## src/rtl/chip8_alu_seq.sv

```systemverilog
// CHIP-8 8XYN sequencer: read VX/VY, run the external ALU, write VX then VF.
// Build option: CHIP8_VF_RESET_EN clears VF after OR/AND/XOR.
module chip8_alu_seq #(
  parameter logic [3:0] VF_IDX = 4'hF
) (
  input  logic       clk,
  input  logic       rst_n,
  input  logic       start,
  input  logic [3:0] x,
  input  logic [3:0] y,
  input  logic [3:0] op,
  output logic       busy,
  output logic       done,
  output logic       illegal,
  output logic [3:0] rf_raddr,
  input  logic [7:0] rf_rdata,
  output logic       rf_we,
  output logic [3:0] rf_waddr,
  output logic [7:0] rf_wdata,
  output logic [7:0] alu_a,
  output logic [7:0] alu_b,
  output logic [3:0] alu_op,
  input  logic [7:0] alu_out,
  input  logic       alu_vf_wr,
  input  logic       alu_flag
);

  typedef enum logic [2:0] {
    IDLE, RD_X, RD_Y, EXEC, WB_X, WB_F
  } state_t;

  state_t     state_q;
  logic [3:0] x_q, y_q, op_q, aop_q;
  logic [7:0] a_q, b_q, res_q;
  logic       ill_q, vfwr_q, flag_q;
  logic       op_ok;
  logic       vf_clr;

  assign op_ok = !op[3] || (op == 4'hE);

`ifdef CHIP8_VF_RESET_EN
  assign vf_clr = (op_q == 4'h1) || (op_q == 4'h2) ||
                  (op_q == 4'h3);
`else
  assign vf_clr = 1'b0;
`endif

  always_ff @(posedge clk or negedge rst_n) begin
    if (!rst_n) begin
      state_q <= IDLE;
      x_q     <= '0;
      y_q     <= '0;
      op_q    <= '0;
      aop_q   <= '0;
      a_q     <= '0;
      b_q     <= '0;
      res_q   <= '0;
      ill_q   <= 1'b0;
      vfwr_q  <= 1'b0;
      flag_q  <= 1'b0;
    end else begin
      unique case (state_q)
        IDLE: begin
          if (start) begin
            x_q     <= x;
            y_q     <= y;
            op_q    <= op;
            ill_q   <= !op_ok;
            state_q <= RD_X;
          end
        end
        RD_X: state_q <= RD_Y;
        RD_Y: begin
          a_q     <= rf_rdata;
          state_q <= EXEC;
        end
        EXEC: begin
          b_q     <= rf_rdata;
          aop_q   <= op_q;
          res_q   <= alu_out;
          vfwr_q  <= alu_vf_wr;
          flag_q  <= alu_flag;
          state_q <= WB_X;
        end
        WB_X: state_q <= WB_F;
        WB_F: state_q <= IDLE;
        default: state_q <= IDLE;
      endcase
    end
  end

  assign busy    = (state_q != IDLE);
  assign done    = (state_q == WB_F);
  assign illegal = done && ill_q;

  // VY arrives straight from the file in EXEC; hold it afterwards
  assign alu_a  = a_q;
  assign alu_b  = (state_q == EXEC) ? rf_rdata : b_q;
  assign alu_op = (state_q == EXEC) ? op_q : aop_q;

  always_comb begin
    rf_raddr = 4'h0;
    rf_we    = 1'b0;
    rf_waddr = 4'h0;
    rf_wdata = 8'h00;
    unique case (1'b1)
      (state_q == RD_X): rf_raddr = x_q;
      (state_q == RD_Y): rf_raddr = y_q;
      (state_q == WB_X): begin
        rf_we    = !ill_q;
        rf_waddr = x_q;
        rf_wdata = res_q;
      end
      (state_q == WB_F): begin
        rf_waddr = VF_IDX;
        if (vf_clr) begin
          rf_we    = !ill_q;
          rf_wdata = 8'h00;
        end else begin
          rf_we    = vfwr_q && !ill_q;
          rf_wdata = {7'b0, flag_q};
        end
      end
      default: ;
    endcase
  end

endmodule

```

## config.mk

```make
export PLATFORM = sky130hd
export DESIGN_NAME = chip8_alu_seq
export DESIGN_NICKNAME = d
export VERILOG_FILES = /design/src/rtl/chip8_alu_seq.sv
export SDC_FILE = /design/constraint.sdc
export NUM_CORES = 1
export LEC_CHECK = 0
export CORE_ASPECT_RATIO = 1.25
export CORE_UTILIZATION = 35
export CTS_CLUSTER_SIZE = 12
export DETAILED_ROUTE_END_ITERATION = 12
export PLACE_DENSITY = 0.74
export SYNTH_ARGS = -nofsm -noshare
export SYNTH_HDL_FRONTEND = slang
export SYNTH_SLANG_ARGS = --single-unit
```

## constraint.sdc

```tcl
create_clock -name clk -period 4.97 [get_ports clk]
set_input_delay 1.2425 -clock clk [delete_from_list [all_inputs] [get_ports clk]]
set_output_delay 1.2425 -clock clk [all_outputs]
set_load 0.05 [all_outputs]
```

Yosys cells after proc, flatten, opt, wreduce, memory -nomap -nowiden
Cells that the tools add are included.

cells by class
  eq/ne operators = 7
  muxes and demuxes = 8
  reductions and logical operators = 9

operators by type and width
  kind                count
  $pmux 4 s2          2
  $pmux 8 s2          1
  $pmux 3 s5          1
  $mux 8              1
  $eq 3x2->1 const B  2
  $eq 3x3->1 const B  2
  $eq 4x4->1 const B  1
  $mux 4              1
  $eq 3x1->1 const B  1
  $logic_not 1->1     3
  $logic_not 3->1     1
  $mux 3              1
  $reduce_bool 3->1   1
  $logic_and 1x1->1   2
  $ne 2x2->1 const B  1
  $pmux 1 s2          1
  $reduce_and 2->1    1
  $logic_or 1x1->1    1

word-level totals
  flip-flop bits (word level) = 46
  input bits = 33
  output and inout bits = 40

Logic depth before layout (Yosys ltp)
Gate-level depths: netlist (run 1).

  word-level depth = 3
  mapped depth = 5
  gate-level depth less buffers = 3

Worst setup path after synthesis (run 1)
Ideal clock, no wire load.

  path type = register to output
  start = reg state_q[1]
  end = out rf_we
  arrival time = 1,897 ps
  required time = 3,728 ps
  setup slack = 1,830 ps
  cell stages (with the launch flop) = 5
  path through = dfrtp_1 buf_4 nand2b_1 clkbuf_1 nor3_1

on the way
  word-level cells in the longest chain between the ends = 2
  elaborated cells between the ends (all ways) = 3

RTL lines
  what                                  line      text
  start, declared                       32        state_t state_q;
  start signal, assigned                50        state_q <= IDLE;
  start signal, assigned                69        state_q <= RD_X;
  start signal, assigned                72        RD_X: state_q <= RD_Y;
  $eq 3x3->1, on equally long branches  114, 109
  $pmux 1 s2 (*)                        106       unique case (1'b1)
  end, declared                         17        output logic rf_we,

Mark *: on every way between the ends. The rest lies on a longest branch, timed or not.

Worst setup path after layout (run 1)
  start = reg state_q[0]
  end = out alu_op[1]

on the way
  word-level cells in the longest chain between the ends = 2

RTL lines
  what           line  text
  $eq 3x2->1     99    assign alu_op = (state_q == EXEC) ? op_q : aop_q;
  $mux 4         -
  end, declared  22    output logic [3:0] alu_op,

No other way between the ends.

==> results of run 1 <==
logic make-up (layout without fill, tap and decap cells):
logic type | Yosys count | count (layout) | share of synthesized area
DFF | 46 | 46 | 0.588
and+or+nand+nor | 38 | 38 | 0.117
buffers and inverters | 9 | 82 | 0.0268
muxes | 43 | 43 | 0.247
AOI/OAI and AO/OA | 6 | 6 | 0.0217
worst max-delay path, stage by stage (launching register included):
cell	delay, ps
dfrtp_1	710
nand3b_2	600
mux2_2	420
clkdlybuf4s50_1	810
area by class of cell:
class                      instances  area [sq um]
clock inverter                     1          30.0
sequential                        46          1150
fill                             508          2590
multi-input combinational         87           754
timing repair buffer              72           716
clock buffer                       7          76.3
inverter                           2          7.51
tap                               64          80.1
final timing paths:
path	endpoint	slack, ps	cells after the start
hold / removal	b_q[4]	500	1
max in group asynchronous	y_q[0]	3210	1
hold reg to reg	b_q[4]	500	1
setup / recovery	alu_op[1]	890	3
min in group asynchronous	y_q[3]	1100	1
setup reg to reg	x_q[1]	2960	2
per-stage QoR:
step / hold slack [ps] / cell area, sq um
CTS: 503 / 2820
global placement: 477 / 2710
floorplan: 470 / 1960
finish: 500 / 2820
detailed placement: 482 / 2710
global route: 507 / 2820
per-layer routing:
metal / routed length, um / GRT usage
met1: 1550 / 0.174
met2: 1980 / 0.238
met3: 327 / 0.0532
met4: 57 / 0.0501
met5: 0 / 0
state kept, by name, summed over array words and instances, names as in the netlist, 3 cells and up:
register and count:
alu_a 8, b_q 8, y_q 4, x_q 4
state_q 3, res_q 8, op_q 4, aop_q 4
cell usage after synthesis:
library cell,n,area [sq um]
a211oi_1,1,7.51
nor3b_4,1,18.8
nor4b_4,1,23.8
nor2_1,17,63.8
nor2b_1,1,6.26
nand3b_2,1,11.3
inv_1,2,7.51
nand3_1,1,5.00
o21ai_0,1,5.00
nor3b_1,1,7.51
and2_1,7,43.8
nand2b_1,2,12.5
buf_2,3,15.0
nand3b_1,1,7.51
and2b_1,1,7.51
mux2_2,42,473
a22oi_1,4,30.0
or3_1,1,6.26
mux2i_1,1,10.0
nor3_1,3,15.0
clkbuf_1,1,3.75
dfrtp_1,46,1150
buf_4,2,15.0
buf_6,1,11.3
==> run_results.csv, run 1 <==
group,metric,value,unit
outcome,status,"finished clean",
grt,grt_max_degree,47,
placed_design,routabilityCongestion,0.672,
clock_tree,clk_pin_slew,80,ps
placed_design,port-buffer-count,72,
sta,hold_viol_final,0,
critical_path,path_max_fanout,23,
sta,relSlewSlack,0.321,
clock_tree,clkSinkCount,46,
route,drc_errors,0,
sta,setup_viol,0,
route,drt_iter0_drc,57,
route,routedWlPerCell,14.0,um
sta,drv_slew,0,
sta,tns,0,ps
sta,fin_crit_sh,0.821,
clock_tree,cts-resized-gates,0,
placed_design,dp_cells,271,
clock_tree,cts_setup_buffers,0,
clock_tree,clkLatencyLatePin,290,ps
floorplanning,die-height,85.6,um
grt,track_usage,0.146,
finish,drive_gt1_frac,0.242,
clock_tree,cts_tree,"done",
finish,syn2layout_area_growth,43.8,%
logic_synthesis,synth_cell_types,24,
floorplanning,initial_core_util,0.362,
grt,grt_pass1_vias,1340,
route,routed_wl,3920,um
finish,most-common-layout-cells,"clkdlybuf4s50_1, dfrtp_1, mux2_2",
route,dr.pass1.iters,4,
finish,fin_util,0.521,
logic_synthesis,syn-cell-area,0.00196,sq mm
clock_tree,hold_buffers,0,
critical_path,start_kind,"flip-flop",
floorplanning,dieArea,0.00590,sq mm
placed_design,dp_hpwl,2730,um
route,antenna_left,0,
floorplanning,rows,30,
logic_synthesis,ys_warn_count,0,
critical_path,cp.arrival,2840,ps
clock_tree,cts_buffers,5,
critical_path,endpoint_kind,"primary output",
floorplanning,core_area,0.00541,sq mm
sta,finalClockSkew,7.75,ps
finish,final_cells,279,
run,cap_violations,0,
grt,grt_antenna_before_repair,0,
min_path,min_from,"b_q[4]",
floorplanning,fp.dieW,68.9,um
sta,fin_crit,4080,ps
clock_tree,cts_root_buf,"clkbuf_8",
route,num_vias,1351,
critical_path,crit_type,"flip-flop to primary output",
clock_tree,clock_path_buffers,2,
logic_synthesis,ys_ff_latch,46,
grt,grt_pass1_wl,6300,um
sta,layout_setup_ws,889,ps
critical_path,worstSetupStartpoint,"state_q[0]",
clock_tree,htree_levels,2,
min_path,hp-class,"flip-flop to flip-flop",
logic_synthesis,netlist_instances,142,
route,viasPerCell,4.84,
logic_synthesis,postSynthAreaPerCell,13.8,sq um
grt,grt_remaining_overflow,0,
finish,diodes,0,
placed_design,place_ws,1040,ps
sta,worstMarginPinSlew,1020,ps
sta,timing.fmax,245,MHz
logic_synthesis,synth.net_count,175,
sta,rsz0062_at_grt,"false",
finish,nets,247,
finish,layout_commonest_cell,"clkdlybuf4s50_1",
logic_synthesis,synth-seq-area-share,0.588,
critical_path,reg2reg_from,"state_q[0]",
critical_path,required,3730,ps
floorplanning,io_pins,73,
Power of run 1 is left out: the tool's default activity adds up to more than one toggle a clock period on the data nets, which glitch-free logic cannot reach.
==> run 2, diff against run 1 <==
clock period = 4.2 ns   (was 4.97 ns; I/O delays follow)
==> run 2 against run 1 <==
  * Non-clock buffer count increased by 3
  * Flip-flop and latch count did not move
  * Global-route usage decreased by 0.066 points
  * Count of clock-buffer cells in the layout down 2
  * Critical path type unchanged
  * Register-to-register slack worse by 700 ps
  * Via count is 0.59% higher
  * Clock skew fell by 1.5 ps
  * First-iteration DRC count is 16% lower
  * Largest cell class unchanged
  * Core utilization grew 0.46 points
  * Setup slack got worse by 310 ps
==> run_results.csv, run 2 (same netlist as run 1, synthesis figures left out) <==
group,metric,value,unit
outcome,status,"finished clean",
grt,grt_remaining_overflow,0,
finish,syn2layout_area_growth,45.0,%
sta,tns,0,ps
floorplanning,io_pins,73,
sta,layout_setup_ws,581,ps
clock_tree,cts-resized-gates,0,
sta,fin_crit,3620,ps
route,viasPerCell,4.82,
floorplanning,rows,30,
sta,relSlewSlack,0.329,
clock_tree,hold_buffers,0,
route,wl_met1,1740,um
route,num_vias,1359,
route,top_layer,"met4",
floorplanning,core_area,0.00541,sq mm
critical_path,crit_type,"flip-flop to primary output",
route,antenna_left,0,
floorplanning,dieArea,0.00590,sq mm
grt,grt_pass1_wl,6420,um
critical_path,path_max_fanout,13,
clock_tree,clkLatencyLatePin,290,ps
sta,hold_viol_final,0,
sta,worstMarginPinSlew,1010,ps
placed_design,port-buffer-count,72,
sta,timing.fmax,276,MHz
route,dr.pass1.iters,3,
clock_tree,cts_setup_buffers,0,
grt,grt_pass1_vias,1393,
floorplanning,initial_core_util,0.362,
grt,grt_antenna_before_repair,0,
clock_tree,cts_tree,"done",
finish,most-common-layout-cells,"clkdlybuf4s50_1, dfrtp_1, mux2_2",
clock_tree,cts_buffers,5,
finish,drive_gt1_frac,0.261,
critical_path,cp.arrival,2570,ps
clock_tree,htree_levels,2,
clock_tree,cts_root_buf,"clkbuf_8",
route,drt_iter0_drc,48,
clock_tree,clk_pin_slew,90,ps
grt,grt_max_degree,47,
critical_path,start_kind,"flip-flop",
placed_design,dp_hpwl,2760,um
route,drc_errors,0,
clock_tree,clkSinkCount,46,
sta,fin_crit_sh,0.862,
finish,nets,250,
placed_design,routabilityCongestion,0.675,
sta,setup_viol,0,
sta,rsz0062_at_grt,"false",
route,wl_met2,1980,um
route,wl_met3,238,um
critical_path,required,3150,ps
finish,diodes,0,
run,cap_violations,0,
clock_tree,clock_path_buffers,2,
route,routedWlPerCell,14.2,um
sta,finalClockSkew,6.26,ps
min_path,hp-class,"flip-flop to flip-flop",
finish,layout_commonest_cell,"clkdlybuf4s50_1",
placed_design,place_ws,660,ps
floorplanning,die-height,85.6,um
floorplanning,fp.dieW,68.9,um
grt,track_usage,0.145,
sta,drv_slew,0,
route,routed_wl,3990,um
critical_path,endpoint_kind,"primary output",
-- run 2: changes by cell type in the layout (fill, tap and decap cells not counted), sizes merged --
cell	change
clkinv	+2
buf	+3
clkbuf	-2
-- run 2: cell type report --
| cell class | instances | area, sq um |
|---|---|---|
| Multi-Input combinational cell | 87 | 754 |
| Inverter | 2 | 7.51 |
| Fill cell | 503 | 2560 |
| Clock buffer | 5 | 68.8 |
| Timing Repair Buffer | 75 | 738 |
| Clock inverter | 3 | 40.0 |
| Tap cell | 64 | 80.1 |
| Sequential cell | 46 | 1150 |
-- run 2: worst max-delay path, cell delays in order, from the launching register on --
cell and delay (ps):
dfrtp_1 570, nand3b_2 540, mux2_2 350, clkdlybuf4s50_1 810
-- run 2: final timing paths --
| kind | start | to | slack (ps) | depth (start not counted) |
|---|---|---|---|---|
| min reg2reg | b_q[7] | b_q[7] | 500 | 1 |
| max reg2reg | state_q[0] | x_q[1] | 2260 | 3 |
| min | b_q[7] | b_q[7] | 500 | 1 |
| min in group asynchronous | rst_n | x_q[3] | 920 | 1 |
| max | state_q[2] | alu_op[1] | 580 | 3 |
| max in group asynchronous | rst_n | alu_a[3] | 2650 | 1 |
-- run 2: metal layers --
layer  GRT usage  vias up
met4      0.0445        0
met2       0.244       44
met1       0.176      671
li1            -      640
met3      0.0426        4
met5           0        -
-- run 2: through the flow --
step	std cells	cell area (sq um)	util	hold WS [ps]
floorplan	142	1960	-	470
global placement	274	2730	0.505	478
detailed placement	274	2730	0.505	484
CTS	282	2840	0.525	505
global route	282	2840	0.525	511
finish	282	2840	0.525	497
Power of run 2 is left out for the same reason.
==> run 3, diff against run 2 <==
--- a/config.mk
+++ b/config.mk
@@ -12,2 +12,3 @@
 export PLACE_DENSITY = 0.74
+export SKIP_LAST_GASP = 1
 export SYNTH_ARGS = -nofsm -noshare
==> constraint.sdc (replaced) <==
create_clock -name clk -period 4.2 [get_ports clk]
set_input_delay 0.84 -clock clk [delete_from_list [all_inputs] [get_ports clk]]
set_output_delay 0.84 -clock clk [all_outputs]
set_load 0.05 [all_outputs]
==> run 3 against run 2 <==
  * Via count shrank 1.0%
  * Critical path depth is the same
  * Die area is the same
  * Setup slack gained 17 ps
  * Sequential share of layout area shrank 0.16 points
  * First-iteration DRC count grew 56%
  * Global-route usage shrank 0.093 points
  * Critical endpoint is now alu_b[2]
  * Count of clock-buffer cells in the layout grew 1
  * Final area grew 0.40%
==> run_results.csv, run 3 (same netlist as run 1, synthesis figures left out) <==
group,metric,value,unit
clock_tree,cts_setup_buffers,0,
critical_path,r2r-end,"x_q[1]",
critical_path,critPathSlowestCell,"clkdlybuf4s50_1",
min_path,holdPathStages,1,
floorplanning,initial_core_util,0.362,
clock_tree,clkSinkCount,46,
finish,layout_commonest_cell,"clkdlybuf4s50_1",
sta,hold_viol_final,0,
floorplanning,die-height,85.6,um
outcome,status,"finished clean",
critical_path,endpoint_kind,"primary output",
clock_tree,cts_buffers,5,
clock_tree,cts-resized-gates,0,
route,num_vias,1345,
floorplanning,dieArea,0.00590,sq mm
clock_tree,clk_pin_slew,80,ps
finish,diodes,0,
clock_tree,clock_path_buffers,2,
sta,finalClockSkew,3.97,ps
sta,tns,0,ps
grt,grt_remaining_overflow,0,
critical_path,cp.arrival,2760,ps
sta,fin_crit_sh,0.858,
route,routed_wl,3880,um
critical_path,reg2reg_from,"state_q[0]",
finish,nets,247,
grt,grt_pass1_wl,6250,um
grt,track_usage,0.144,
sta,timing.fmax,278,MHz
critical_path,crit_buf_inv,1,
min_path,hp-class,"flip-flop to flip-flop",
clock_tree,hold_buffers,0,
floorplanning,io_pins,73,
critical_path,crit_type,"flip-flop to primary output",
run,cap_violations,0,
route,routedWlPerCell,13.9,um
clock_tree,htree_levels,2,
critical_path,slowest_delay,800,ps
placed_design,port-buffer-count,72,
sta,rsz0062_at_grt,"false",
route,drt_iter0_drc,75,
grt,grt_pass1_vias,1370,
sta,setup_viol,0,
min_path,min_to,"b_q[6]",
finish,most-common-layout-cells,"clkdlybuf4s50_1, dfrtp_1, mux2_2",
grt,grt_max_degree,47,
route,antenna_left,0,
placed_design,dp_hpwl,2710,um
finish,syn2layout_area_growth,45.6,%
placed_design,routabilityCongestion,0.697,
route,dr.pass1.iters,3,
sta,relSlewSlack,0.328,
finish,drive_gt1_frac,0.251,
route,drc_errors,0,
sta,fin_crit,3600,ps
sta,drv_slew,0,
critical_path,start_kind,"flip-flop",
finish,fill_cells,489,
route,viasPerCell,4.82,
clock_tree,cts_tree,"done",
min_path,min_from,"b_q[6]",
critical_path,path_max_fanout,23,
critical_path,ff2ff_setup_slack,2200,ps
critical_path,path_delay_family,"buffers and inverters",
critical_path,required,3360,ps
floorplanning,fp.dieW,68.9,um
grt,grt_antenna_before_repair,0,
floorplanning,rows,30,
critical_path,r2r_cells,2,
critical_path,crit_chain,"nand3b_2 > mux2_2 > clkdlybuf4s50_1",
sta,worstMarginPinSlew,1010,ps
floorplanning,core_area,0.00541,sq mm
clock_tree,cts_root_buf,"clkbuf_8",
clock_tree,clkLatencyLatePin,290,ps
run 3: cell types whose count changed in the layout (fill, tap and decap cells not counted), sizes merged:
cell	before	now
buf	4	1
clkbuf	5	6
clkinv	2	0
bufinv	1	2
run 3: layer usage:
metal  vias up  global-route usage  routed length [um]
met2        45               0.249                2010
met3         6              0.0399                 238
met5         -                   0                   0
met1       662               0.167                1580
met4         0              0.0501                  55
li1        632                   -                   -
run 3: metrics by stage:
| stage | worst slack [ps] | instances | instance area [sq um] | hold slack [ps] | utilization |
|---|---|---|---|---|---|
| 2_1_floorplan | 1460 | 142 | 1960 | 470 | - |
| 3_3_place_gp | 872 | 271 | 2710 | 479 | 0.501 |
| 3_5_place_dp | 871 | 271 | 2710 | 484 | 0.501 |
| 4_1_cts | 545 | 279 | 2850 | 505 | 0.528 |
| 5_1_grt | 442 | 279 | 2850 | 514 | 0.528 |
| 6_report | 598 | 279 | 2850 | 500 | 0.528 |
run 3: worst max path at each step:
stage	from	endpoint	slack, ps	cells after the start
5_1_grt	state_q[0]	alu_b[2]	440	3
4_1_cts	state_q[0]	alu_b[2]	540	3
3_3_place_gp	state_q[0]	alu_op[2]	870	3
2_1_floorplan	state_q[1]	rf_we	1460	4
3_5_place_dp	state_q[0]	alu_b[2]	870	3
6_report	state_q[0]	alu_b[2]	600	3
run 3: worst register-to-register path, stage by stage, from the launching register on:
cell and delay (ps):
dfrtp_1 580, nor4b_4 890, mux2_2 420
run 3: layout make-up:
class,instances,area [sq um],area share
Clock buffer,6,82.6,0.0290
Clock inverter,2,60.1,0.0211
Inverter,2,7.51,0.00263
Multi-Input combinational cell,87,754,0.265
Sequential cell,46,1150,0.404
Tap cell,64,80.1,0.0281
Timing Repair Buffer,72,716,0.251
Power of run 3 is left out for the same reason.
